$ cat config.mk
export PLATFORM = sky130hd
export DESIGN_NAME = wb_cmd_master
export DESIGN_NICKNAME = d
export VERILOG_FILES = /design/src/rtl/wb_cmd_master.sv
export SDC_FILE = /design/constraint.sdc
export NUM_CORES = 1
export LEC_CHECK = 0
export BUFFER_PORTS_ARGS = -buffer_cell sky130_fd_sc_hd__buf_2
export CELL_PAD_IN_SITES_DETAIL_PLACEMENT = 1
export CELL_PAD_IN_SITES_GLOBAL_PLACEMENT = 1
export CORE_UTILIZATION = 33
export DETAILED_ROUTE_END_ITERATION = 10
export GPL_ROUTABILITY_DRIVEN = 0
export PLACE_DENSITY_LB_ADDON = 0.3
export SLEW_MARGIN = 20
export SYNTH_ARGS = -nofsm -noshare
export SYNTH_HDL_FRONTEND = slang
export SYNTH_SLANG_ARGS = --single-unit
export TNS_END_PERCENT = 50
$ cat constraint.sdc
create_clock -name clk -period 2.2 [get_ports clk]
set_input_delay 0.11 -clock clk [delete_from_list [all_inputs] [get_ports clk]]
set_output_delay 0.11 -clock clk [all_outputs]
set_load 0.01 [all_outputs]
$ cat src/rtl/wb_cmd_master.sv
// Single-outstanding Wishbone classic initiator fed by a valid/ready command
// port, returning one response per command with a programmable ack timeout.
module wb_cmd_master #(
    parameter int TIMEOUT = 255,
    parameter int CNT_W   = 16
) (
    input  logic        clk,
    input  logic        reset,

    input  logic        cmd_valid,
    output logic        cmd_ready,
    input  logic        cmd_we,
    input  logic [31:0] cmd_adr,
    input  logic [3:0]  cmd_sel,
    input  logic [31:0] cmd_dat,

    output logic        rsp_valid,
    input  logic        rsp_ready,
    output logic [31:0] rsp_dat,
    output logic        rsp_err,

    output logic        busy,

    output logic        wb_cyc_o,
    output logic        wb_stb_o,
    output logic        wb_we_o,
    output logic [31:0] wb_adr_o,
    output logic [3:0]  wb_sel_o,
    output logic [31:0] wb_dat_o,
    input  logic [31:0] wb_dat_i,
    input  logic        wb_ack_i
);

    typedef enum logic [1:0] {
        IDLE = 2'd0,
        BUS  = 2'd1,
        RESP = 2'd2
    } state_t;

    localparam bit               TO_EN   = (TIMEOUT != 0);
    localparam logic [CNT_W-1:0] TO_LAST = TO_EN ? CNT_W'(TIMEOUT - 1) : '0;
    localparam logic [CNT_W-1:0] CNT_MAX = '1;

    state_t            state_q;
    logic              cmd_ready_q;
    logic              rsp_valid_q;
    logic              rsp_err_q;
    logic [31:0]       rsp_dat_q;
    logic              cyc_q;
    logic              stb_q;
    logic              we_q;
    logic [31:0]       adr_q;
    logic [3:0]        sel_q;
    logic [31:0]       dat_q;
    logic [CNT_W-1:0]  cnt_q;
    logic [CNT_W-1:0]  cnt_d;
    logic              timeout_hit;

    // Saturating count keeps a disabled timeout from ever wrapping into a match.
    always_comb begin
        cnt_d = cnt_q;
        if (cnt_q != CNT_MAX) begin
            cnt_d = cnt_q + CNT_W'(1);
        end
    end

    assign timeout_hit = TO_EN && (cnt_q == TO_LAST);

    always_ff @(posedge clk) begin
        if (reset) begin
            state_q     <= IDLE;
            cmd_ready_q <= 1'b1;
            rsp_valid_q <= 1'b0;
            rsp_err_q   <= 1'b0;
            rsp_dat_q   <= '0;
            cyc_q       <= 1'b0;
            stb_q       <= 1'b0;
            we_q        <= 1'b0;
            adr_q       <= '0;
            sel_q       <= '0;
            dat_q       <= '0;
            cnt_q       <= '0;
        end else begin
            case (state_q)
                IDLE: begin
                    if (cmd_valid) begin
                        we_q        <= cmd_we;
                        adr_q       <= cmd_adr;
                        sel_q       <= cmd_sel;
                        dat_q       <= cmd_dat;
                        cyc_q       <= 1'b1;
                        stb_q       <= 1'b1;
                        cnt_q       <= '0;
                        cmd_ready_q <= 1'b0;
                        state_q     <= BUS;
                    end
                end
                BUS: begin
                    // Ack takes priority over a timeout landing on the same edge.
                    if (wb_ack_i) begin
                        cyc_q       <= 1'b0;
                        stb_q       <= 1'b0;
                        rsp_valid_q <= 1'b1;
                        rsp_err_q   <= 1'b0;
                        rsp_dat_q   <= we_q ? 32'h0 : wb_dat_i;
                        state_q     <= RESP;
                    end else if (timeout_hit) begin
                        cyc_q       <= 1'b0;
                        stb_q       <= 1'b0;
                        rsp_valid_q <= 1'b1;
                        rsp_err_q   <= 1'b1;
                        rsp_dat_q   <= '0;
                        state_q     <= RESP;
                    end else begin
                        cnt_q <= cnt_d;
                    end
                end
                RESP: begin
                    if (rsp_ready) begin
                        rsp_valid_q <= 1'b0;
                        rsp_err_q   <= 1'b0;
                        cmd_ready_q <= 1'b1;
                        state_q     <= IDLE;
                    end
                end
                default: begin
                    state_q     <= IDLE;
                    cmd_ready_q <= 1'b1;
                    rsp_valid_q <= 1'b0;
                    cyc_q       <= 1'b0;
                    stb_q       <= 1'b0;
                end
            endcase
        end
    end

    assign cmd_ready = cmd_ready_q;
    assign rsp_valid = rsp_valid_q;
    assign rsp_err   = rsp_err_q;
    assign rsp_dat   = rsp_dat_q;
    assign busy      = (state_q != IDLE);
    assign wb_cyc_o  = cyc_q;
    assign wb_stb_o  = stb_q;
    assign wb_we_o   = we_q;
    assign wb_adr_o  = adr_q;
    assign wb_sel_o  = sel_q;
    assign wb_dat_o  = dat_q;

endmodule

**Word level (Yosys, flattened, before mapping)**

Index checks and enable logic that the tools add are counted.

- Add/subtract/negate cells: 1
- Equality and inequality tests: 10
- Muxes and demuxes: 26
- Bitwise logic cells: 3
- Reduce and logical (&&, ||, !) cells: 13

Operators by type and width:

| operator | count |
|---|---|
| two-way mux 32 bit | 3 |
| two-way mux 16 bit | 4 |
| case mux 16 bit (2 select lines) | 1 |
| adder 16 x 1 -> 16 bit, second input constant | 1 |
| equality test 16 x 8 -> 1 bit, second input constant | 1 |
| inequality test 16 bit, second input constant | 1 |
| AND reduction 3 bit | 5 |
| inequality test 2 bit, second input constant | 5 |
| two-way mux 1 bit | 9 |
| case mux 1 bit (3 select lines) | 3 |
| two-way mux 2 bit | 4 |
| nonzero test 2 bit | 4 |
| case mux 2 bit (3 select lines) | 1 |
| AND reduction 5 bit | 1 |
| AND reduction 2 bit | 2 |
| inequality test 3 bit, second input constant | 1 |
| inverter 1 bit | 3 |
| equality test 2 x 1 -> 1 bit, second input constant | 1 |
| equality test 2 bit, second input constant | 1 |
| logical NOT 2 bit | 1 |
| case mux 1 bit (2 select lines) | 1 |

- Register bits after elaboration: 123
- Input port bits: 106
- Output and inout port bits: 107
- Logic and storage cells: 64

**Depth between registers and ports, before layout**

- Word-level depth: 5
- Gate-level depth with buffers: 8
- Mapped depth without buffers: 7

**Least setup slack after synthesis**

No wires, ideal clock.

- Path kind: register to register
- From: reg cnt_q[0]
- To: reg cnt_q[14]
- Setup time: 0.134 ns
- Arrival: 1.797 ns
- Setup slack: 0.268 ns
- Stages on the path, launching flop included: 9
- Path buffers: 1
- Period minus slack after synthesis: 1.932 ns
- Cells stage by stage: dfxtp_1 inv_1 ha_1 nor4b_1 and4b_4 o31a_4 clkbuf_8 o311ai_0 o31ai_1

- Word-level cells in the longest chain between the ends: 5

RTL lines:

| what | RTL line | source |
|---|---|---|
| from (decl) | 55 | `logic [CNT_W-1:0] cnt_q;` |
| from (signal assigned) | 115 | `cnt_q <= cnt_d;` |
| adder 16 x 1 -> 16 bit | 63 | `cnt_d = cnt_q + CNT_W'(1);` |
| two-way mux 16 bit | 62 | `if (cnt_q != CNT_MAX) begin` |
| two-way mux 16 bit | 107 | `end else if (timeout_hit) begin` |
| two-way mux 16 bit | 100 | `if (wb_ack_i) begin` |
| case mux 16 bit (2 select lines) | 84 | `case (state_q)` |

Several ways; a longest one is shown, not always the timed one. The select of a mux whose other input is x is not followed.
A chain may end at the register's enable or synchronous reset.

**Worst setup path in the final report**

- From: reg cnt_q[0]
- To: reg cnt_q[1]

The elaborated chain is that of the path after synthesis.

==> flow_summary_export.csv <==
group,metric,value,unit
timing,final_report_max_slew_violation_count,0,
synth,number_of_synthesized_flops_with_an_enable_pin,0,
layout,finish.net_count,989,
setup_path,worst_ep_arrival_time,2.35,ns
pwr,power_density,796.6,nW/um^2
layout,utilization,0.5311,
clocking,cts_buffer_depth,2,
detailed_routing,routed_wirelength,19.14,mm
floorplan,total_i_o_pin_count,213,
placed_design,place.detailed.hpwl,10.88,mm
setup_path,cp_data_required_time,2.54,ns
clocking,cts_made_buffers,17,
clocking,cts_tree,"built",
pwr,cellLeakagePower,0.003344,uW
setup_path,critPathLaunchType,"register",
floorplan,chipHeight,123.5,um
setup_path,setup.worst_path.end_class,"register",
detailed_routing,vias,5584,
detailed_routing,final_antenna_net_count,0,
timing,fin_crit,2.014,ns
timing,final_critical_path_setup_slack,0.1856,ns
timing,fin_tns_setup,0,ns
synth,yosys.cell_types.count,52,
placed_design,port_buffers,212,
synth,synthesis.area,4873,um^2
timing,layout_skew,0.01537,ns
clocking,postCtsSetupBuffers,0,
layout,drive_above_1_share,0.3024,
floorplan,core_region_area,14480,um^2
clocking,buffer_cell_driving_the_clock_tree_root,"sky130_fd_sc_hd__clkbuf_16",
layout,area.growth.synth_to_final,57.79,%
grt,grt_pass1_wl,28.92,mm
synth,synth.yosys.warnings,0,
placed_design,post-place-ws,0.2038,ns
timing,hold_viol_final,0,
min_path,min_path_type,"input pin to register",
synth,synth_fp_nets,692,
clocking,clock_pin_slew_of_the_registers_on_the_worst_case_setup_and_hold_paths,0.06,ns
setup_path,worst-path-max-fanout,19,
synth,synthCells,584,
detailed_routing,drt_drc_violations_left,0,
floorplan,die_w,123.5,um
synth,synth_top_flop_cell,"sky130_fd_sc_hd__dfxtp_1",
clocking,clock_insertion_delay_worst_skew,0.42,ns
detailed_routing,initial_drt_pass_iterations,4,
pwr,vdd.ir_drop.worst,0.4918,mV
synth,synth.top_cells.by_count,"sky130_fd_sc_hd__nand2_1 (179), sky130_fd_sc_hd__dfxtp_1 (123), sky130_fd_sc_hd__a21oi_1 (108), sky130_fd_sc_hd__clkbuf_1 (40), sky130_fd_sc_hd__nand4b_1 (32)",
synth,synth_top_cells_by_area,"sky130_fd_sc_hd__dfxtp_1 (51%), sky130_fd_sc_hd__nand2_1 (14%), sky130_fd_sc_hd__a21oi_1 (11%)",
timing,period_utilization,0.9157,
grt,globalRouteTotalUtil,0.2493,
synth,synth_area_per_cell,8.345,um^2
synth,ys_async_sr_fraction,0,
clocking,htreeDepth,4,
synth,synth_seq_area_share,0.5053,
timing,timing.final.setup_violations,0,
synth,synthDominantAreaCellType,"sky130_fd_sc_hd__dfxtp_1",
flow_run,max_cap_violations,0,
synth,netlist.area_leader.share,0.5053,
grt,globalRouteOverflowTotal,0,
timing,timing.fmax,496.4,MHz
synth,synthMostInstantiatedCell,"sky130_fd_sc_hd__nand2_1",
run_status,run_status,"completed",
synth,ys_seq_elements,123,
detailed_routing,via_per_inst,5.185,
floorplan,core.rowCount,44,
clocking,cts_sinks,123,
timing,worst_rel_slew_slack,0.4937,
layout,antenna-diode-count,0,
detailed_routing,drt-wirelength-per-cell,17.77,um
pwr,fin_total_pwr,6126,uW
timing,rsz0062_at_grt,"false",
detailed_routing,first_iter_violations,291,
grt,grt_antenna_before_repair,0,
floorplan,fp.dieArea,15260,um^2
grt,grt_pass1_vias,5836,
layout,design_area,7690,um^2
floorplan,floorplan.initialDensity,0.3366,
placed_design,detailed_place.area,6083,um^2
setup_path,crit_type,"register to register",
grt,grt_start_max_net_pins,70,
timing,timing_worst_slew_pin_value,0.7594,ns
[flip-flops by register name (all words and copies together) (netlist names)]
| name | count |
|---|---|
| cmd_ready | 1 |
| cnt_q | 16 |
| rsp_dat | 32 |
| rsp_err | 1 |
| rsp_valid | 1 |
| state_q | 2 |
| wb_adr_o | 32 |
| wb_dat_o | 32 |
| wb_sel_o | 4 |
| wb_stb_o | 1 |
| wb_we_o | 1 |
[worst max-delay path, stage by stage, from the launching register on]
cell	delay [ns]
sky130_fd_sc_hd__dfxtp_1	0.33
sky130_fd_sc_hd__inv_1	0.05
sky130_fd_sc_hd__ha_1	0.18
sky130_fd_sc_hd__nor4b_1	0.14
sky130_fd_sc_hd__and4b_4	0.22
sky130_fd_sc_hd__o31a_4	0.38
sky130_fd_sc_hd__or4_1	0.49
sky130_fd_sc_hd__a21oi_1	0.14
[stage by stage]
stage / hold WS (ns) / cells
after floorplan: 0.2433 / 584
after global placement: 0.3501 / 945
after detailed placement: 0.3595 / 945
after CTS: 0.0002406 / 1077
after global routing: 0.01303 / 1077
final: 0.03912 / 1077
[cell families (layout without fill, tap and decap cells)]
kind of cell | after synthesis | in the layout | synth area share
flops | 123 | 123 | 0.5053
simple gates | 252 | 252 | 0.2524
fa+ha+maj | 2 | 2 | 0.005134
buf+inv | 57 | 366 | 0.05494
compound gates | 150 | 150 | 0.1823
[per-layer routing]
| layer | global-route usage | up-vias | routed length, um |
|---|---|---|---|
| li1 | - | 2614 | - |
| met1 | 0.2545 | 2714 | 7168 |
| met5 | 0 | - | 0 |
| met3 | 0.07703 | 59 | 914 |
| met2 | 0.4564 | 197 | 10320 |
| met4 | 0.1242 | 0 | 735 |
[worst paths after layout]
path                            depth (start not counted)                 startpoint                   endpoint  slack [ns]
worst max-delay path                                    7      cnt_q[0]$_SDFFE_PP0P_      cnt_q[1]$_SDFFE_PP0P_        0.19
worst min register to register                          2  wb_adr_o[30]$_SDFFE_PP0P_  wb_adr_o[30]$_SDFFE_PP0P_        0.45
worst max register to register                          7      cnt_q[0]$_SDFFE_PP0P_      cnt_q[1]$_SDFFE_PP0P_        0.19
worst min-delay path                                    3               wb_dat_i[11]   rsp_dat[11]$_SDFFE_PP0P_        0.04
[what timing repair did]
item	in CTS	in global routing
setup endpoints to repair	0	1
hold buffers	101	0
endpoints found under the hold margin	101	0
resized for setup	0	1
[cells in the final DEF, fill, tap and decap left out, types with 3 or more instances in the layout]
cell                            netlist  final
sky130_fd_sc_hd__buf_2                2    211
sky130_fd_sc_hd__nand2_1            179    179
sky130_fd_sc_hd__dfxtp_1            123    123
sky130_fd_sc_hd__a21oi_1            108    108
sky130_fd_sc_hd__dlygate4sd3_1        0    101
sky130_fd_sc_hd__nand4b_1            32     32
sky130_fd_sc_hd__clkbuf_16            0     17
sky130_fd_sc_hd__buf_4                1     13
sky130_fd_sc_hd__o31ai_1              9      9
sky130_fd_sc_hd__nor2_1               8      7
sky130_fd_sc_hd__inv_1                7      7
sky130_fd_sc_hd__nand3_1              6      6
sky130_fd_sc_hd__o311ai_0             5      5
sky130_fd_sc_hd__clkbuf_8             3      5
sky130_fd_sc_hd__o311ai_1             4      4
sky130_fd_sc_hd__o21ai_0              4      4
sky130_fd_sc_hd__nor2b_1              3      3
sky130_fd_sc_hd__a211oi_1             3      3
sky130_fd_sc_hd__clkbuf_1            40      3
sky130_fd_sc_hd__buf_12               0      3
[power by group]
part / switching (uW) / internal (uW)
combinational: 504 / 402
sequential: 67.7 / 2350
clock: 992 / 1810
[final cells by class]
cell class	count	area, um^2
Clock buffer	25	505.5
Tap cell	184	230.2
Timing Repair Buffer	328	2225
Sequential cell	123	2462
Inverter	7	26.28
Multi-Input combinational cell	404	2156
Fill cell	1742	6789
Clock inverter	6	85.08
Power figures use the tool's default switching activity.
